===== config.mk =====
export PLATFORM = sky130hd
export DESIGN_NAME = adder_tree_pipe_flat
export DESIGN_NICKNAME = d
export VERILOG_FILES = /design/src/rtl/adder_tree_pipe_pkg.sv /design/src/rtl/adder_tree_pipe_if.sv /design/src/rtl/adder_tree_pipe_level.sv /design/src/rtl/adder_tree_pipe.sv /design/src/flat_wrapper.sv
export SDC_FILE = /design/constraint.sdc
export NUM_CORES = 1
export LEC_CHECK = 0
export BUFFER_PORTS_ARGS = -buffer_cell sky130_fd_sc_hd__buf_2
export CORE_MARGIN = 2
export CORE_UTILIZATION = 50
export CTS_CLUSTER_SIZE = 20
export DETAILED_ROUTE_END_ITERATION = 10
export PLACE_DENSITY = 0.72
export SLEW_MARGIN = 10
export SYNTH_ARGS = -nofsm -noshare
export SYNTH_HDL_FRONTEND = slang
export SYNTH_SLANG_ARGS = --single-unit

===== constraint.sdc =====
create_clock -name clk -period 4.12 [get_ports clk]
set_input_delay 0.412 -clock clk [delete_from_list [all_inputs] [get_ports clk]]
set_output_delay 0.412 -clock clk [all_outputs]
set_load 0.1 [all_outputs]

===== src/rtl/adder_tree_pipe_pkg.sv =====
// Shared helpers for the pipelined adder tree. ADDER_TREE_PIPE_SIGNED_EN selects
// two's-complement operands (sign extension per level); default is unsigned.
package adder_tree_pkg;

`ifdef ADDER_TREE_PIPE_SIGNED_EN
  localparam bit SIGNED_EN = 1'b1;
`else
  localparam bit SIGNED_EN = 1'b0;
`endif

  function automatic int level_width(input int data_w, input int k);
    return data_w + k;
  endfunction

  function automatic int nodes_at(input int n_inputs, input int k);
    return n_inputs >> k;
  endfunction

  function automatic bit is_pow2(input int n);
    return (n >= 2) && ((n & (n - 1)) == 0);
  endfunction

endpackage


===== src/rtl/adder_tree_pipe_if.sv =====
// Valid/ready bus between the sample source, the adder tree and the downstream sink.
interface adder_tree_pipe_if #(
  parameter int N_INPUTS = 8,
  parameter int DATA_W   = 8
);
  import adder_tree_pkg::*;

  localparam int SUM_W = level_width(DATA_W, $clog2(N_INPUTS));

  logic                         in_valid;
  logic                         in_ready;
  logic [N_INPUTS*DATA_W-1:0]   in_data;
  logic                         out_valid;
  logic                         out_ready;
  logic [SUM_W-1:0]             out_sum;

  modport master (
    output in_valid, in_data, out_ready,
    input  in_ready, out_valid, out_sum
  );

  modport slave (
    input  in_valid, in_data, out_ready,
    output in_ready, out_valid, out_sum
  );
endinterface


===== src/rtl/adder_tree_pipe_level.sv =====
// One registered tree level: pairwise sums, each one bit wider than its inputs.
// Extension is sign or zero depending on ADDER_TREE_PIPE_SIGNED_EN (via the package).
module adder_tree_level
  import adder_tree_pkg::*;
#(
  parameter int N_IN = 2,
  parameter int IN_W = 8
) (
  input  logic                             clk,
  input  logic                             rst_n,
  input  logic                             adv,
  input  logic                             vld_in,
  input  logic [N_IN*IN_W-1:0]             data_in,
  output logic                             vld_out,
  output logic [(N_IN/2)*(IN_W+1)-1:0]     data_out
);
  localparam int N_OUT = N_IN / 2;
  localparam int OUT_W = IN_W + 1;

  logic [N_OUT*OUT_W-1:0] sum_next;

  function automatic logic [OUT_W-1:0] ext(input logic [IN_W-1:0] a);
    return {SIGNED_EN & a[IN_W-1], a};
  endfunction

  always_comb begin
    sum_next = '0;
    for (int j = 0; j < N_OUT; j++) begin
      sum_next[j*OUT_W +: OUT_W] = ext(data_in[(2*j)*IN_W +: IN_W])
                                 + ext(data_in[(2*j+1)*IN_W +: IN_W]);
    end
  end

  // Data only loads behind a valid so the output keeps the last result across bubbles.
  always_ff @(posedge clk or negedge rst_n) begin
    if (!rst_n) begin
      vld_out  <= 1'b0;
      data_out <= '0;
    end else if (adv) begin
      vld_out <= vld_in;
      if (vld_in) begin
        data_out <= sum_next;
      end
    end
  end
endmodule


===== src/rtl/adder_tree_pipe.sv =====
// Fully pipelined adder tree, one register level per tree level, global stall on backpressure.
// Operand signedness follows ADDER_TREE_PIPE_SIGNED_EN.
module adder_tree_pipe
  import adder_tree_pkg::*;
#(
  parameter int N_INPUTS = 8,
  parameter int DATA_W   = 8
) (
  input  logic               clk,
  input  logic               rst_n,
  adder_tree_pipe_if.slave   bus
);
  localparam int LEVELS = $clog2(N_INPUTS);
  localparam int SUM_W  = level_width(DATA_W, LEVELS);

  if (!is_pow2(N_INPUTS)) begin : g_bad_n
    $fatal(1, "adder_tree_pipe: N_INPUTS must be a power of two >= 2");
  end

  logic adv;

  assign adv          = bus.out_ready | ~bus.out_valid;
  assign bus.in_ready = adv;

  for (genvar k = 1; k <= LEVELS; k++) begin : g_lvl
    localparam int IN_W = level_width(DATA_W, k - 1);
    localparam int N_IN = nodes_at(N_INPUTS, k - 1);

    logic                           vin;
    logic [N_IN*IN_W-1:0]           din;
    logic                           vout;
    logic [(N_IN/2)*(IN_W+1)-1:0]   dout;

    if (k == 1) begin : g_first
      assign vin = bus.in_valid;
      assign din = bus.in_data;
    end else begin : g_next
      assign vin = g_lvl[k-1].vout;
      assign din = g_lvl[k-1].dout;
    end

    adder_tree_level #(
      .N_IN (N_IN),
      .IN_W (IN_W)
    ) u_level (
      .clk      (clk),
      .rst_n    (rst_n),
      .adv      (adv),
      .vld_in   (vin),
      .data_in  (din),
      .vld_out  (vout),
      .data_out (dout)
    );
  end

  assign bus.out_valid = g_lvl[LEVELS].vout;
  assign bus.out_sum   = SUM_W'(g_lvl[LEVELS].dout);
endmodule


===== src/flat_wrapper.sv =====
// flat-port wrapper written by rule: the top's interface ports become plain ports
module adder_tree_pipe_flat import adder_tree_pkg::*;
#(
  parameter int N_INPUTS = 8,
  parameter int DATA_W   = 8
)
  (clk, rst_n, bus_in_valid, bus_in_data, bus_out_ready, bus_in_ready, bus_out_valid, bus_out_sum);
  adder_tree_pipe_if #(.N_INPUTS(N_INPUTS), .DATA_W(DATA_W)) bus_i ();
  input  logic clk;
  input  logic rst_n;
  input wire logic [$bits(bus_i.in_valid)-1:0] bus_in_valid;
  input wire logic [$bits(bus_i.in_data)-1:0] bus_in_data;
  input wire logic [$bits(bus_i.out_ready)-1:0] bus_out_ready;
  output wire logic [$bits(bus_i.in_ready)-1:0] bus_in_ready;
  output wire logic [$bits(bus_i.out_valid)-1:0] bus_out_valid;
  output wire logic [$bits(bus_i.out_sum)-1:0] bus_out_sum;
  assign bus_i.in_valid = bus_in_valid;
  assign bus_i.in_data = bus_in_data;
  assign bus_i.out_ready = bus_out_ready;
  assign bus_in_ready = bus_i.in_ready;
  assign bus_out_valid = bus_i.out_valid;
  assign bus_out_sum = bus_i.out_sum;
  adder_tree_pipe #(.N_INPUTS(N_INPUTS), .DATA_W(DATA_W)) u_core (.clk(clk), .rst_n(rst_n), .bus(bus_i));
endmodule

==> metrics.md <==
| Metric | Value |
|---|---|
| Die width | roughly 100 µm |
| CP Data Arrival Time | around 2.4 ns |
| Yosys top cell by area | dfrtp_1 |
| Clk root buf | clkbuf_8 |
| Pwr/cell area | ~670 nW/µm² |
| # Post-CTS Setup Buffers | 0 |
| CP delay by family, top | simple AND/OR/NAND/NOR gates |
| Share of cells above drive strength 1 | 0.170 |
| Post-cts sizing count | 0 |
| DIE HEIGHT | between 100 and 150 µm |
| Avg Cell Area, Syn | approximately 9 µm² |
| Pin count of the biggest net entering global routing | 55 |
| HPWL Detailed | roughly 7700 µm |
| Period utilisation layout | 0.513 |
| Clock skew | around 0.004 ns |
| Starting density of the core | 0.506 |
| Max-slew violation count | 0 |
| Layout Nets | 744 |
| CP max stage delay | 0.47 ns |
| FF+latch count, synth | 70 |
| CTS Hold Bufs | 0 |
| Die area | 10600 µm² |
| DRT Wirelength | a little under 10000 µm |
| ANT nets after route | 0 |
| Reg2Reg Depth | 8 |
| CTS H-tree depth | 3 |
| Clock sink total | 70 |
| Post-route setup slack | between 2 and 2.5 ns |
| Final Setup Violations | 0 |
| Most common library cells after synthesis | nand2_1, o21ai_0, dfrtp_1 |
| Worst path bufs/invs | 1 |
| Final Hold Vio Count | 0 |
| Mapped Area | 4880 µm² |
| Met2 wire len | 4610 µm |
| Syn_nets | 663 |
| Launch point of the worst reg-to-reg path | u_core.g_lvl[2].u_level.data_out[0]$_DFFE_PN0P_ |
| Layout Utilization | 0.577 |
| Type of the worst setup path | flop to flop |
| Vias in the first global route | 3843 |
| Asr flop ratio synth | 1.00 |
| Clk Latency, worst-skew pair | around 0.34 ns |
| FMAX | roughly 470 MHz |
| Hold WC Path Type | input pin to async pin |
| Status | finished clean |
| I/O pin count | between 80 and 90 |
| Metal-1 WL | around 4800 µm |
| Cell breakdown of the critical path | ha_1 -> inv_1 -> fa_1 -> nor2b_4 -> o31a_1 -> nor4_1 -> or4_1 -> nand3_1 |
| DR WL met3 | between 300 and 400 µm |
| Static Leak | 2.70 nW |
| Clock slew at reported path FFs | 0.07 ns |
| Synth area leaders | dfrtp_1, ha_1, o21ai_0, nand2_1, xor2_1 |
| CP max FO | 3 |
| Initial antenna violation count | 0 |
| Final min period | around 2.1 ns |
| Peak VDD IR | about 360 µV |
| Row count | 36 |
| Synthesis Warnings | 0 |
| Top FF cell, synth | dfrtp_1 |
| Crit start category | flop |
| Cells after synthesis | roughly 530 |
| Initial DRC count | 92 |
| CTS tree | done |
| GRT overflow | 0 |
| All-Layer GR Usage | 0.200 |
| Mean routed wirelength per cell | about 13 µm |
| DRC Markers | 0 |
| Critical Path RT | about 4.4 ns |
| Final Cell Area | ~5600 µm² |
| Maximum buffer depth of the clock tree | 2 |
| TritonCTS buffer count | 9 |
| Yosys cell types | 43 |
| DP Area | around 5400 µm² |
| Sequential fraction of the synthesis area | 0.359 |
| Maxcap violations | 0 |
| Core area | between 9000 and 10000 µm² |
| Reg-to-reg endpoint | u_core.g_lvl[3].u_level.data_out[8]$_DFFE_PN0P_ |
| Ant diodes | 0 |
| Post-Route Setup TNS | 0 ns |
| Worst R2R Setup Slack | between 2 and 2.5 ns |
| Area Growth Syn to Fin | 14.1% |
| DR pass1 iterations | 4 |
| Overall power | roughly 0.0037 W |
| Fillers | between 800 and 900 |
| Global-route wire length before repair | roughly 17000 µm |
| Post-synth EDFFs | 0 |
| RSZ-0062 raised after global routing | false |
| Yosys top cell area share | 0.359 |
| Pre-CTS setup slack | 1.86 ns |
| Rel. slew slack | 0.485 |
| Top Layer Used | met4 |
| Gpl congestion | 0.837 |
| Drt via density | about 5.4 |
| Slowest-stage cell, CP | or4_1 |
| Total number of vias | 3997 |
| Buffers added on ports | 80 |
| Worst-Margin Slew | ~0.77 ns |
| Crit end category | flop |
metrics by stage:
step / instances / hold slack [ns]
after floorplan: 528 / 0.116
after global placement: 730 / 0.454
after detailed placement: 730 / 0.462
after CTS: 744 / 0.312
after global routing: 745 / 0.158
final: 745 / 0.119
cell usage in the layout, fill, tap and decap left out, types with 4 or more instances in the layout:
cell,Yosys,final
a21o_1,16,16
o21ai_0,78,78
ha_1,60,60
nand3_1,7,7
xor2_1,21,21
o31ai_1,6,6
o31a_1,4,4
nand2_1,78,78
nand2b_1,8,8
fa_1,7,7
o211ai_1,6,6
dfrtp_1,70,70
a31oi_1,5,5
a21oi_1,27,27
and2_1,6,6
buf_2,9,80
inv_1,20,20
clkbuf_8,2,10
nor2_1,26,26
xnor2_1,7,7
o21a_1,8,8
a211oi_1,19,19
nor3b_1,5,5
cell type report:
type,count,area [µm²],share of cell area
Tap cell,133,166,0.0299
Sequential cell,70,1750,0.315
Timing Repair Buffer,84,450,0.0810
Clock buffer,12,145,0.0261
Multi-Input combinational cell,424,2970,0.533
Clock inverter,2,10.0,0.00180
Inverter,20,75.1,0.0135
kinds of logic after synthesis:
family / count (synthesis) / share of synthesized area
AO/OA/AOI/OAI: 186 / 0.239
XOR/XNOR: 28 / 0.0503
adder cells (fa/ha/maj): 67 / 0.183
buffers and inverters: 34 / 0.0326
flip-flops: 70 / 0.359
multiplexers: 4 / 0.00898
AND/OR/NAND/NOR: 139 / 0.128
per-layer routing:
layer / vias up / GRT usage
met2: 68 / 0.342
met5: - / 0
met3: 6 / 0.0353
li1: 2072 / -
met1: 1851 / 0.262
met4: 0 / 0.0577
flip-flops by register name (all words and copies together), names as in the netlist:
register and cells:
u_core.g_lvl.u_level.data_out 67, u_core.g_lvl.u_level.vld_out 3
power by group:
part           leakage (nW)  internal (W)  total, W  switching [W]
registers             0.853      0.000957   0.00112       0.000165
logic                  1.77      0.000765   0.00213        0.00137
clock network        0.0821      0.000227  0.000463       0.000236
how the worst max path moves through the flow:
stage                                                     from                                               to  depth (start not counted)
2_1_floorplan      u_core.g_lvl[3].u_level.vld_out$_DFFE_PN0N_  u_core.g_lvl[2].u_level.data_out[0]$_DFFE_PN0P_                          5
3_3_place_gp                                    bus_in_data[0]  u_core.g_lvl[1].u_level.data_out[6]$_DFFE_PN0P_                          8
3_5_place_dp                                    bus_in_data[0]  u_core.g_lvl[1].u_level.data_out[6]$_DFFE_PN0P_                          8
4_1_cts        u_core.g_lvl[2].u_level.data_out[0]$_DFFE_PN0P_  u_core.g_lvl[3].u_level.data_out[8]$_DFFE_PN0P_                          8
5_1_grt        u_core.g_lvl[2].u_level.data_out[0]$_DFFE_PN0P_  u_core.g_lvl[3].u_level.data_out[8]$_DFFE_PN0P_                          8
6_report       u_core.g_lvl[2].u_level.data_out[0]$_DFFE_PN0P_  u_core.g_lvl[3].u_level.data_out[8]$_DFFE_PN0P_                          8
worst register-to-register path, stage by stage (launching register included):
cell and delay [ns]:
dfrtp_1 0.37, ha_1 0.21, inv_1 0.07, fa_1 0.44, nor2b_4 0.14, o31a_1 0.18
nor4_1 0.08, or4_1 0.47, nand3_1 0.09
Note: power is estimated with default switching activity, not from simulation.
